`src/rtl/ctrl_shift_pipe_if.sv`:
```
// Bundle of control/status signals for ctrl_shift_pipe.
// master drives stall/flush/entry inputs and observes the taps; slave is the pipe.
interface ctrl_shift_pipe_if #(
    parameter int WIDTH = 1,
    parameter int DEPTH = 4
);
    // No backpressure: an entry with in_valid=1 is captured on any edge where
    // stall=0 and flush does not squash stage 0; otherwise it is dropped.
    logic                     stall;
    logic                     flush;
    logic                     in_valid;
    logic [WIDTH-1:0]         in_data;
    logic [DEPTH*WIDTH-1:0]   tap_data;
    logic [DEPTH-1:0]         tap_valid;
    logic [WIDTH-1:0]         tail_data;
    logic                     tail_valid;
    logic                     busy;
    logic [15:0]              stall_cnt;
    logic [15:0]              flush_cnt;

    modport master (
        output stall, flush, in_valid, in_data,
        input  tap_data, tap_valid, tail_data, tail_valid, busy, stall_cnt, flush_cnt
    );

    modport slave (
        input  stall, flush, in_valid, in_data,
        output tap_data, tap_valid, tail_data, tail_valid, busy, stall_cnt, flush_cnt
    );
endinterface

```
`src/rtl/ctrl_shift_pipe.sv`:
```
// Control shift pipeline with stall hold and partial flush of the youngest stages.
// Optional statistics counters are enabled by defining CTRL_SHIFT_PIPE_STATS_EN.
module ctrl_shift_pipe #(
    parameter int WIDTH      = 1,
    parameter int DEPTH      = 4,
    parameter int KILL_DEPTH = 2
) (
    input  logic              clk,
    input  logic              rst,
    ctrl_shift_pipe_if.slave  bus
);

    logic [DEPTH-1:0] vld_q;
    logic [DEPTH-1:0] vld_d;
    logic [WIDTH-1:0] dat_q [DEPTH];
    logic [WIDTH-1:0] dat_d [DEPTH];

    always_comb begin
        vld_d = vld_q;
        for (int i = 0; i < DEPTH; i++) begin
            dat_d[i] = dat_q[i];
        end

        // Stage 0: squash beats stall beats load; invalid entries carry payload 0.
        if (bus.flush && (KILL_DEPTH > 0)) begin
            vld_d[0] = 1'b0;
            dat_d[0] = '0;
        end else if (!bus.stall) begin
            vld_d[0] = bus.in_valid;
            dat_d[0] = bus.in_valid ? bus.in_data : '0;
        end

        for (int i = 1; i < DEPTH; i++) begin
            if (bus.flush && (i < KILL_DEPTH)) begin
                vld_d[i] = 1'b0;
                dat_d[i] = '0;
            end else if (!bus.stall) begin
                vld_d[i] = vld_q[i-1];
                dat_d[i] = dat_q[i-1];
            end
        end
    end

    always_ff @(posedge clk) begin
        if (rst) begin
            vld_q <= '0;
            for (int i = 0; i < DEPTH; i++) begin
                dat_q[i] <= '0;
            end
        end else begin
            vld_q <= vld_d;
            for (int i = 0; i < DEPTH; i++) begin
                dat_q[i] <= dat_d[i];
            end
        end
    end

    for (genvar g = 0; g < DEPTH; g++) begin : g_tap
        assign bus.tap_data[g*WIDTH +: WIDTH] = dat_q[g];
    end

    assign bus.tap_valid  = vld_q;
    assign bus.tail_data  = dat_q[DEPTH-1];
    assign bus.tail_valid = vld_q[DEPTH-1];
    assign bus.busy       = |vld_q;

`ifdef CTRL_SHIFT_PIPE_STATS_EN
    logic [15:0] stall_cnt_q;
    logic [15:0] flush_cnt_q;

    // Both counters saturate rather than wrap.
    always_ff @(posedge clk) begin
        if (rst) begin
            stall_cnt_q <= '0;
            flush_cnt_q <= '0;
        end else begin
            if (bus.stall && (stall_cnt_q != 16'hFFFF)) begin
                stall_cnt_q <= stall_cnt_q + 16'd1;
            end
            if (bus.flush && (flush_cnt_q != 16'hFFFF)) begin
                flush_cnt_q <= flush_cnt_q + 16'd1;
            end
        end
    end

    assign bus.stall_cnt = stall_cnt_q;
    assign bus.flush_cnt = flush_cnt_q;
`else
    assign bus.stall_cnt = 16'h0000;
    assign bus.flush_cnt = 16'h0000;
`endif

endmodule

```
`src/flat_wrapper.sv`:
```
// flat-port wrapper written by rule: the top's interface ports become plain ports
module ctrl_shift_pipe_flat 
#(
    parameter int WIDTH      = 1,
    parameter int DEPTH      = 4,
    parameter int KILL_DEPTH = 2
)
  (clk, rst, bus_stall, bus_flush, bus_in_valid, bus_in_data, bus_tap_data, bus_tap_valid, bus_tail_data, bus_tail_valid, bus_busy, bus_stall_cnt, bus_flush_cnt);
  ctrl_shift_pipe_if #(.WIDTH(WIDTH), .DEPTH(DEPTH)) bus_i ();
  input  logic clk;
  input  logic rst;
  input wire logic [$bits(bus_i.stall)-1:0] bus_stall;
  input wire logic [$bits(bus_i.flush)-1:0] bus_flush;
  input wire logic [$bits(bus_i.in_valid)-1:0] bus_in_valid;
  input wire logic [$bits(bus_i.in_data)-1:0] bus_in_data;
  output wire logic [$bits(bus_i.tap_data)-1:0] bus_tap_data;
  output wire logic [$bits(bus_i.tap_valid)-1:0] bus_tap_valid;
  output wire logic [$bits(bus_i.tail_data)-1:0] bus_tail_data;
  output wire logic [$bits(bus_i.tail_valid)-1:0] bus_tail_valid;
  output wire logic [$bits(bus_i.busy)-1:0] bus_busy;
  output wire logic [$bits(bus_i.stall_cnt)-1:0] bus_stall_cnt;
  output wire logic [$bits(bus_i.flush_cnt)-1:0] bus_flush_cnt;
  assign bus_i.stall = bus_stall;
  assign bus_i.flush = bus_flush;
  assign bus_i.in_valid = bus_in_valid;
  assign bus_i.in_data = bus_in_data;
  assign bus_tap_data = bus_i.tap_data;
  assign bus_tap_valid = bus_i.tap_valid;
  assign bus_tail_data = bus_i.tail_data;
  assign bus_tail_valid = bus_i.tail_valid;
  assign bus_busy = bus_i.busy;
  assign bus_stall_cnt = bus_i.stall_cnt;
  assign bus_flush_cnt = bus_i.flush_cnt;
  ctrl_shift_pipe #(.WIDTH(WIDTH), .DEPTH(DEPTH), .KILL_DEPTH(KILL_DEPTH)) u_core (.clk(clk), .rst(rst), .bus(bus_i));
endmodule
```
`config.mk`:
```
export PLATFORM = sky130hd
export DESIGN_NAME = ctrl_shift_pipe_flat
export DESIGN_NICKNAME = d
export VERILOG_FILES = /design/src/rtl/ctrl_shift_pipe_if.sv /design/src/rtl/ctrl_shift_pipe.sv /design/src/flat_wrapper.sv
export SDC_FILE = /design/constraint.sdc
export NUM_CORES = 1
export LEC_CHECK = 0
export CAP_MARGIN = 20
export CORE_MARGIN = 5
export CORE_UTILIZATION = 33
export CTS_CLUSTER_SIZE = 14
export DETAILED_ROUTE_END_ITERATION = 10
export GPL_TIMING_DRIVEN = 0
export MAX_ROUTING_LAYER = met4
export PLACE_DENSITY_LB_ADDON = 0.05
export SYNTH_ARGS = -nofsm -noshare
export SYNTH_HDL_FRONTEND = slang
export SYNTH_SLANG_ARGS = --single-unit
```
`constraint.sdc`:
```
create_clock -name clk -period 2.4 [get_ports clk]
set_input_delay 0.6 -clock clk [delete_from_list [all_inputs] [get_ports clk]]
set_output_delay 0.6 -clock clk [all_outputs]
set_load 0.005 [all_outputs]
```
# Word-level counts from Yosys, hierarchy flattened
# Memories as Yosys holds them, arrays and structs flattened.
# Cells that the tools add are included.
# totals
mem_bits_ro	0
ramBits	4
out_inout_bits	43
memories	1
register_bits	4
latchBits	0
inputBits	6
# classes
n_reduce_logical	2
n_eq_ne	0
n_mux	14
n_div	0
n_shift	0
n_addsub	0
magnitude_cmp	0
n_mul	0
bitwise_logic	4
# mem_list
memory	depth	word_bits	rd	rd_ports_with_merged_regs	write_ports	line	rtl
u_core.dat_q	4	1	4	0	4	ctrl_shift_pipe.sv:15	logic [WIDTH-1:0] dat_q [DEPTH];
# op_table
cell	count
1-bit two-way mux	14
1-bit OR	4
4-bit OR reduction	1
2-bit OR reduction	1

# Logic depth before layout (Yosys ltp)
# Gate-level depths: netlist of run 1.
# logic_depth
ltp_word	4
ltp_mapped	3
mapped_depth_nobuf	2

# Worst setup path before layout of run 1
# Ideal clock, no wire load.
# synth_timing
path_type	register -> output
from	register u_core.vld_q[0] (netlist: u_core.bus.tap_valid[0])
to	output bus_busy
setup_slack_ns	0.956
required_ns	1.800
arrival_time_ns	0.844
path_buffers	0
stages_incl_launch_ff	2
cell_sequence	dfxtp_1 > or4_1
# synth_between
elab_chain_len	1
# synth_lines
element	line	rtl
start, declared	ctrl_shift_pipe.sv:13	logic [DEPTH-1:0] vld_q;
start signal, assigned	ctrl_shift_pipe.sv:51	vld_q <= vld_d;
4-bit OR reduction	ctrl_shift_pipe.sv:65	assign bus.busy = |vld_q;
end, declared	flat_wrapper.sv:20	output wire logic [$bits(bus_i.busy)-1:0] bus_busy;
# Every way passes these cells.

# Final worst setup path of run 1
# Same ends and word-level chain as after synthesis.

==> results of run 1 <==
final timing paths:
| path | cells after the start | from | to |
|---|---|---|---|
| setup / recovery | 2 | u_core.bus.tap_valid[0] | bus_busy |
| hold / removal | 2 | u_core.dat_q[0][0] | u_core.dat_q[0][0] |
| setup reg to reg | 2 | u_core.bus.tap_valid[0] | u_core.bus.tap_valid[0] |
| hold reg to reg | 2 | u_core.dat_q[0][0] | u_core.dat_q[0][0] |
power groups by stage:
stage          sequential [mW]  combinational, mW  clock, mW
2_1_floorplan            0.138             0.0602          0
3_3_place_gp             0.138             0.0720          0
3_5_place_dp             0.138             0.0720          0
4_1_cts                  0.135             0.0721      0.106
5_1_grt                  0.135             0.0821      0.111
6_report                 0.135             0.0742      0.102
critical path, stage by stage, from the launching register on:
cell and delay (ps):
dfxtp_1 330, or4_1 520, clkdlybuf4s50_1 460
cell families after synthesis:
kind of cell | Yosys count
flip-flops | 8
AND/OR/NAND/NOR | 10
multiplexers | 7
AO/OA/AOI/OAI | 1
buffers and inverters | 36
other | 1
cell type report:
cell class / count / area [um2]
Buffer: 36 / 270
Clock buffer: 3 / 22.5
Fill cell: 168 / 805
Multi-Input combinational cell: 50 / 251
Sequential cell: 8 / 160
Tap cell: 17 / 21.3
Timing Repair Buffer: 14 / 140
cell usage after synthesis:
cell      instances  area share
dfxtp_1           8        0.28
buf_4            34        0.45
a211oi_2          1       0.022
nand3b_1          1       0.013
conb_1            1      0.0066
nor2_1            4       0.027
nor3_1            3       0.027
or4_1             1       0.013
mux2i_1           7        0.12
buf_1             1      0.0066
nand2_1           1      0.0066
buf_6             1       0.020
routing by layer:
layer  vias up  global-route usage  wire, um
li1        233                   -         -
met4         0              0.0655         0
met2        25               0.119       509
met5         -                   -         0
met3         0              0.0233       134
met1       164              0.0757       391
state kept, by name, summed over array words and instances, names as in the netlist:
register,flops
u_core.dat_q,4
u_core.bus.tap_valid,4
metrics by stage:
step,setup WS (ps),util,instances,power (mW),hold slack (ps)
2_1_floorplan,956,-,94,0.198,479
5_1_grt,198,0.518,128,0.329,537
6_report,248,0.518,128,0.311,494
3_3_place_gp,492,0.505,125,0.210,486
3_5_place_dp,493,0.505,125,0.210,495
4_1_cts,224,0.518,128,0.313,499
==> results.py, run 1 <==
metrics = {
    "outcome": {
        "status": "finished clean",
    },
    "sta": {
        "finalCriticalPeriod_ps": 2150,
        "finalSetupTns_ps": 0,
        "setup_viol": 0,
        "slew_viol_final": 0,
        "fin_worst_skew_ps": 0.182,
        "fin_crit_sh": 0.897,
        "hold_viol": 0,
        "fmax_mhz": 465,
        "rsz0062_at_grt": "no",
    },
    "final_layout": {
        "final_common_cell": "buf_4",
        "fin_area_um2": 866,
        "final_cell_mix": "34 x buf_4, 32 x conb_1, 14 x clkdlybuf4s50_1, 8 x dfxtp_1, 7 x mux2i_1",
        "drive_gt1_frac": 0.351,
        "nNetsFinal": 119,
        "area_growth_pct": 53.1,
        "diodes": 0,
    },
    "synth": {
        "synth-compound-area-share": 0.0221,
        "synth_cells": 63,
        "yosysWarnings": 0,
        "netlist_area_um2": 566,
        "synthDistinctLibCells": 12,
        "yosys.area_share.xor_xnor": 0,
        "synth.yosys.seq_area_share": 0.283,
        "synth_top_family_by_area": "buffers and inverters",
        "synth-adder-area-share": 0,
        "syn_area_per_cell_um2": 8.98,
        "synth-simple-area-share": 0.0863,
        "ys_ff_latch": 8,
        "synthMuxAreaShare": 0.124,
    },
    "global_route": {
        "grt_pass1_wl_mm": 1.44,
        "grt-ovfl-total": 0,
        "track_usage": 0.0757,
        "grt_max_degree": 10,
        "grt_pass1_vias": 353,
        "antenna_found_initial": 0,
    },
    "drt": {
        "vias_per_cell": 3.30,
        "drt-total-wl_mm": 1.04,
        "drtIter0Drc": 1,
        "wl_per_cell_um": 8.09,
        "drc": 0,
        "vias": 422,
        "dr.pass1.iters": 3,
        "ant_nets": 0,
    },
    "placement": {
        "port_buffers": 14,
        "place.gp.congestion": 0.591,
        "dpl-instance-area_um2": 843,
    },
    "clocking": {
        "cts_root_buffer": "clkbuf_4",
        "ctsHoldBuffers": 0,
        "cts_setup_buffers": 0,
        "post_cts_resized": 0,
        "cts_tree": "done",
        "cts.clk_slew.worst_paths_ps": 60,
        "numCtsBuffers": 3,
        "htreeDepth": 1,
        "clk_latency_ps": 250,
        "cts_num_sinks": 8,
        "clock_path_buffers": 2,
    },
    "critical_path": {
        "critPathArrivalTime_ps": 1550,
        "cp-start-kind": "flop",
        "critPathMaxFanout": 4,
        "end_kind": "output pin",
        "required_ps": 1800,
        "reg2reg_slack_ps": 1740,
        "setup.worst_path.class": "reg2out",
    },
    "die": {
        "core_area_um2": 1670,
        "ios": 49,
        "dieHeight_um": 51.4,
        "initial_core_util": 0.339,
        "die_w_um": 51.4,
        "die_area_um2": 2640,
        "rows": 15,
    },
    "pwr": {
        "ir_worst_vdd_v": 0.000202,
        "leakagePower_nw": 0.481,
        "pwr-share-seq": 0.435,
        "power_switching_share": 0.236,
        "power_frac_clock": 0.327,
        "combPwrFrac": 0.239,
        "p_switching_mw": 0.0736,
        "power_density_nw_per_um2": 359,
        "internal-power_mw": 0.238,
    },
    "run": {
        "drv_cap": 0,
    },
    "hold_path": {
        "hp-class": "reg2reg",
    },
}
(Power assumes the default switching activity.)
==> inputs of run 2 (changes only) <==
--- a/config.mk
+++ b/config.mk
@@ -5,9 +5,10 @@
 export SDC_FILE = /design/constraint.sdc
 export NUM_CORES = 1
 export LEC_CHECK = 0
+export ABC_AREA = 1
 export CAP_MARGIN = 20
 export CORE_MARGIN = 5
-export CORE_UTILIZATION = 33
+export CORE_UTILIZATION = 34
 export CTS_CLUSTER_SIZE = 14
 export DETAILED_ROUTE_END_ITERATION = 10
 export GPL_TIMING_DRIVEN = 0
==> run 2 against run 1 <==
  * Sequential power up 4%
  * Non-clock buffer count unchanged
  * Clock skew barely moved
  * Clock-buffer cell count stayed put
  * Fmax rose by 17%
  * Combinational power grew 33%
  * Synthesized cell count grew 17%
  * Cell count up 9.4%
  * First-iteration DRC count grew to 6.0 times the previous value
  * Critical endpoint unchanged
==> results.py, run 2 <==
metrics = {
    "sta": {
        "setup_viol": 0,
        "finalCriticalPeriod_ps": 1840,
        "slew_viol_final": 0,
        "hold_viol": 0,
        "whs_ps": 484,
        "fin_worst_skew_ps": 0.135,
        "finalSetupTns_ps": 0,
        "fmax_mhz": 545,
        "rsz0062_at_grt": "no",
        "fin_crit_sh": 0.765,
        "setup_slack_ps": 565,
    },
    "global_route": {
        "grt-ovfl-total": 0,
        "grt_pass1_wl_mm": 1.48,
        "grt_pass1_vias": 352,
        "grt_max_degree": 10,
        "antenna_found_initial": 0,
        "track_usage": 0.0763,
    },
    "critical_path": {
        "critPathMaxFanout": 4,
        "cp-startpoint": "u_core.bus.tap_valid[0]",
        "worst_r2r_startpoint": "u_core.bus.tap_valid[1]",
        "r2r-end": "u_core.bus.tap_valid[2]",
        "crit_path_end": "bus_busy",
        "required_ps": 1800,
        "reg2regPathDepth": 2,
        "end_kind": "output pin",
        "critPathArrivalTime_ps": 1240,
        "reg2reg_slack_ps": 1760,
        "cp-start-kind": "flop",
        "setup.worst_path.class": "reg2out",
    },
    "clocking": {
        "cts_num_sinks": 8,
        "numCtsBuffers": 3,
        "cts_root_buffer": "clkbuf_4",
        "cts_setup_buffers": 0,
        "htreeDepth": 1,
        "clk_latency_ps": 260,
        "cts_tree": "done",
        "post_cts_resized": 0,
        "ctsHoldBuffers": 0,
        "clock_path_buffers": 2,
        "cts.clk_slew.worst_paths_ps": 60,
    },
    "pwr": {
        "ir_worst_vdd_v": 0.000235,
        "power_density_nw_per_um2": 387,
        "power_mw": 0.346,
        "leakagePower_nw": 0.481,
    },
    "synth": {
        "synth_cells": 74,
        "synth_common_cells": "34 x buf_4, 10 x nor2_1, 8 x dfxtp_1, 8 x nand2_1",
        "synthArstFlopShare": 0,
        "synthDistinctLibCells": 12,
        "post-synth-top-area-fraction": 0.437,
        "synth.yosys.seq_area_share": 0.274,
        "yosysWarnings": 0,
        "synth_top_cells_by_area": "buf_4 44%, dfxtp_1 27%, nor2_1 6.4%",
        "yosysTopAreaCell": "buf_4",
        "syn_area_per_cell_um2": 7.90,
        "yosys_most_used_dff": "dfxtp_1",
        "yosysMostFrequentCell": "buf_4",
        "ys_ff_latch": 8,
        "netlist_area_um2": 584,
        "synth_edf_count": 0,
    },
    "die": {
        "dieHeight_um": 51.5,
        "die_area_um2": 2650,
        "die_w_um": 51.5,
        "rows": 15,
        "initial_core_util": 0.350,
        "core_area_um2": 1670,
        "ios": 49,
    },
    "final_layout": {
        "area_growth_pct": 53.1,
        "final_core_util": 0.536,
        "fin_area_um2": 895,
        "drive_gt1_frac": 0.366,
        "nNetsFinal": 131,
        "n_fill_cell": 172,
        "final_common_cell": "buf_4",
        "final_cell_mix": "34 x buf_4, 32 x conb_1, 15 x clkdlybuf4s50_1, 10 x nor2_1",
        "final_cells": 140,
        "diodes": 0,
    },
    "drt": {
        "drt-total-wl_mm": 1.07,
        "drtIter0Drc": 6,
        "vias": 473,
        "drc": 0,
        "ant_nets": 0,
        "wl_per_cell_um": 7.64,
        "dr.pass1.iters": 4,
        "vias_per_cell": 3.38,
    },
    "placement": {
        "place.gp.congestion": 0.660,
        "place_worst_setup_slack_ps": 835,
        "port_buffers": 15,
        "dp_hpwl_um": 903,
        "placedCellCount": 137,
        "dpl-instance-area_um2": 872,
    },
    "run": {
        "drv_cap": 0,
    },
    "hold_path": {
        "hp-class": "reg2reg",
    },
    "outcome": {
        "status": "finished clean",
    },
}
run 2: metal layers:
layer,vias up,GRT usage,wire [um]
met3,2,0.0292,150
met5,-,-,0
li1,261,-,-
met4,0,0.0524,21
met1,180,0.0898,402
met2,30,0.106,495
run 2: critical path, cell delays in order, from the launching register on:
cell             delay (ps)
dfxtp_1                 370
nor2_1                   60
nand2_1                  50
clkdlybuf4s50_1         490
run 2: where the power goes:
| part | internal [mW] | leakage, nW | switching [mW] |
|---|---|---|---|
| combinational | 0.0620 | 0.402 | 0.0365 |
| sequential | 0.138 | 0.0654 | 0.00375 |
| clock | 0.0574 | 0.0138 | 0.0490 |
run 2: cell families (layout without fill, tap and decap cells):
kind of cell,count (synthesis),after routing,share of synthesized area
buf+inv,37,55,0.478
simple gates,20,20,0.148
compound gates,8,8,0.0942
flops,8,8,0.274
other cells,1,32,0.00642
run 2: cell type report:
class                      count  area (um2)  share of cell area
buffer                        35         267               0.298
clock buffer                   3        22.5              0.0252
inverter                       2        12.5              0.0140
multi-input combinational     60         262               0.292
sequential                     8         160               0.179
tap                           17        21.3              0.0238
timing repair buffer          15         150               0.168
run 2: worst min path at each step:
stage                        from            endpoint  slack [ps]  cells after the start
2_1_floorplan  u_core.dat_q[0][0]  u_core.dat_q[0][1]         480                      2
3_3_place_gp   u_core.dat_q[0][0]  u_core.dat_q[0][1]         470                      2
3_5_place_dp   u_core.dat_q[0][0]  u_core.dat_q[0][1]         480                      2
4_1_cts        u_core.dat_q[0][0]  u_core.dat_q[0][1]         490                      2
5_1_grt        u_core.dat_q[0][0]  u_core.dat_q[0][1]         510                      2
6_report       u_core.dat_q[0][0]  u_core.dat_q[0][1]         480                      2
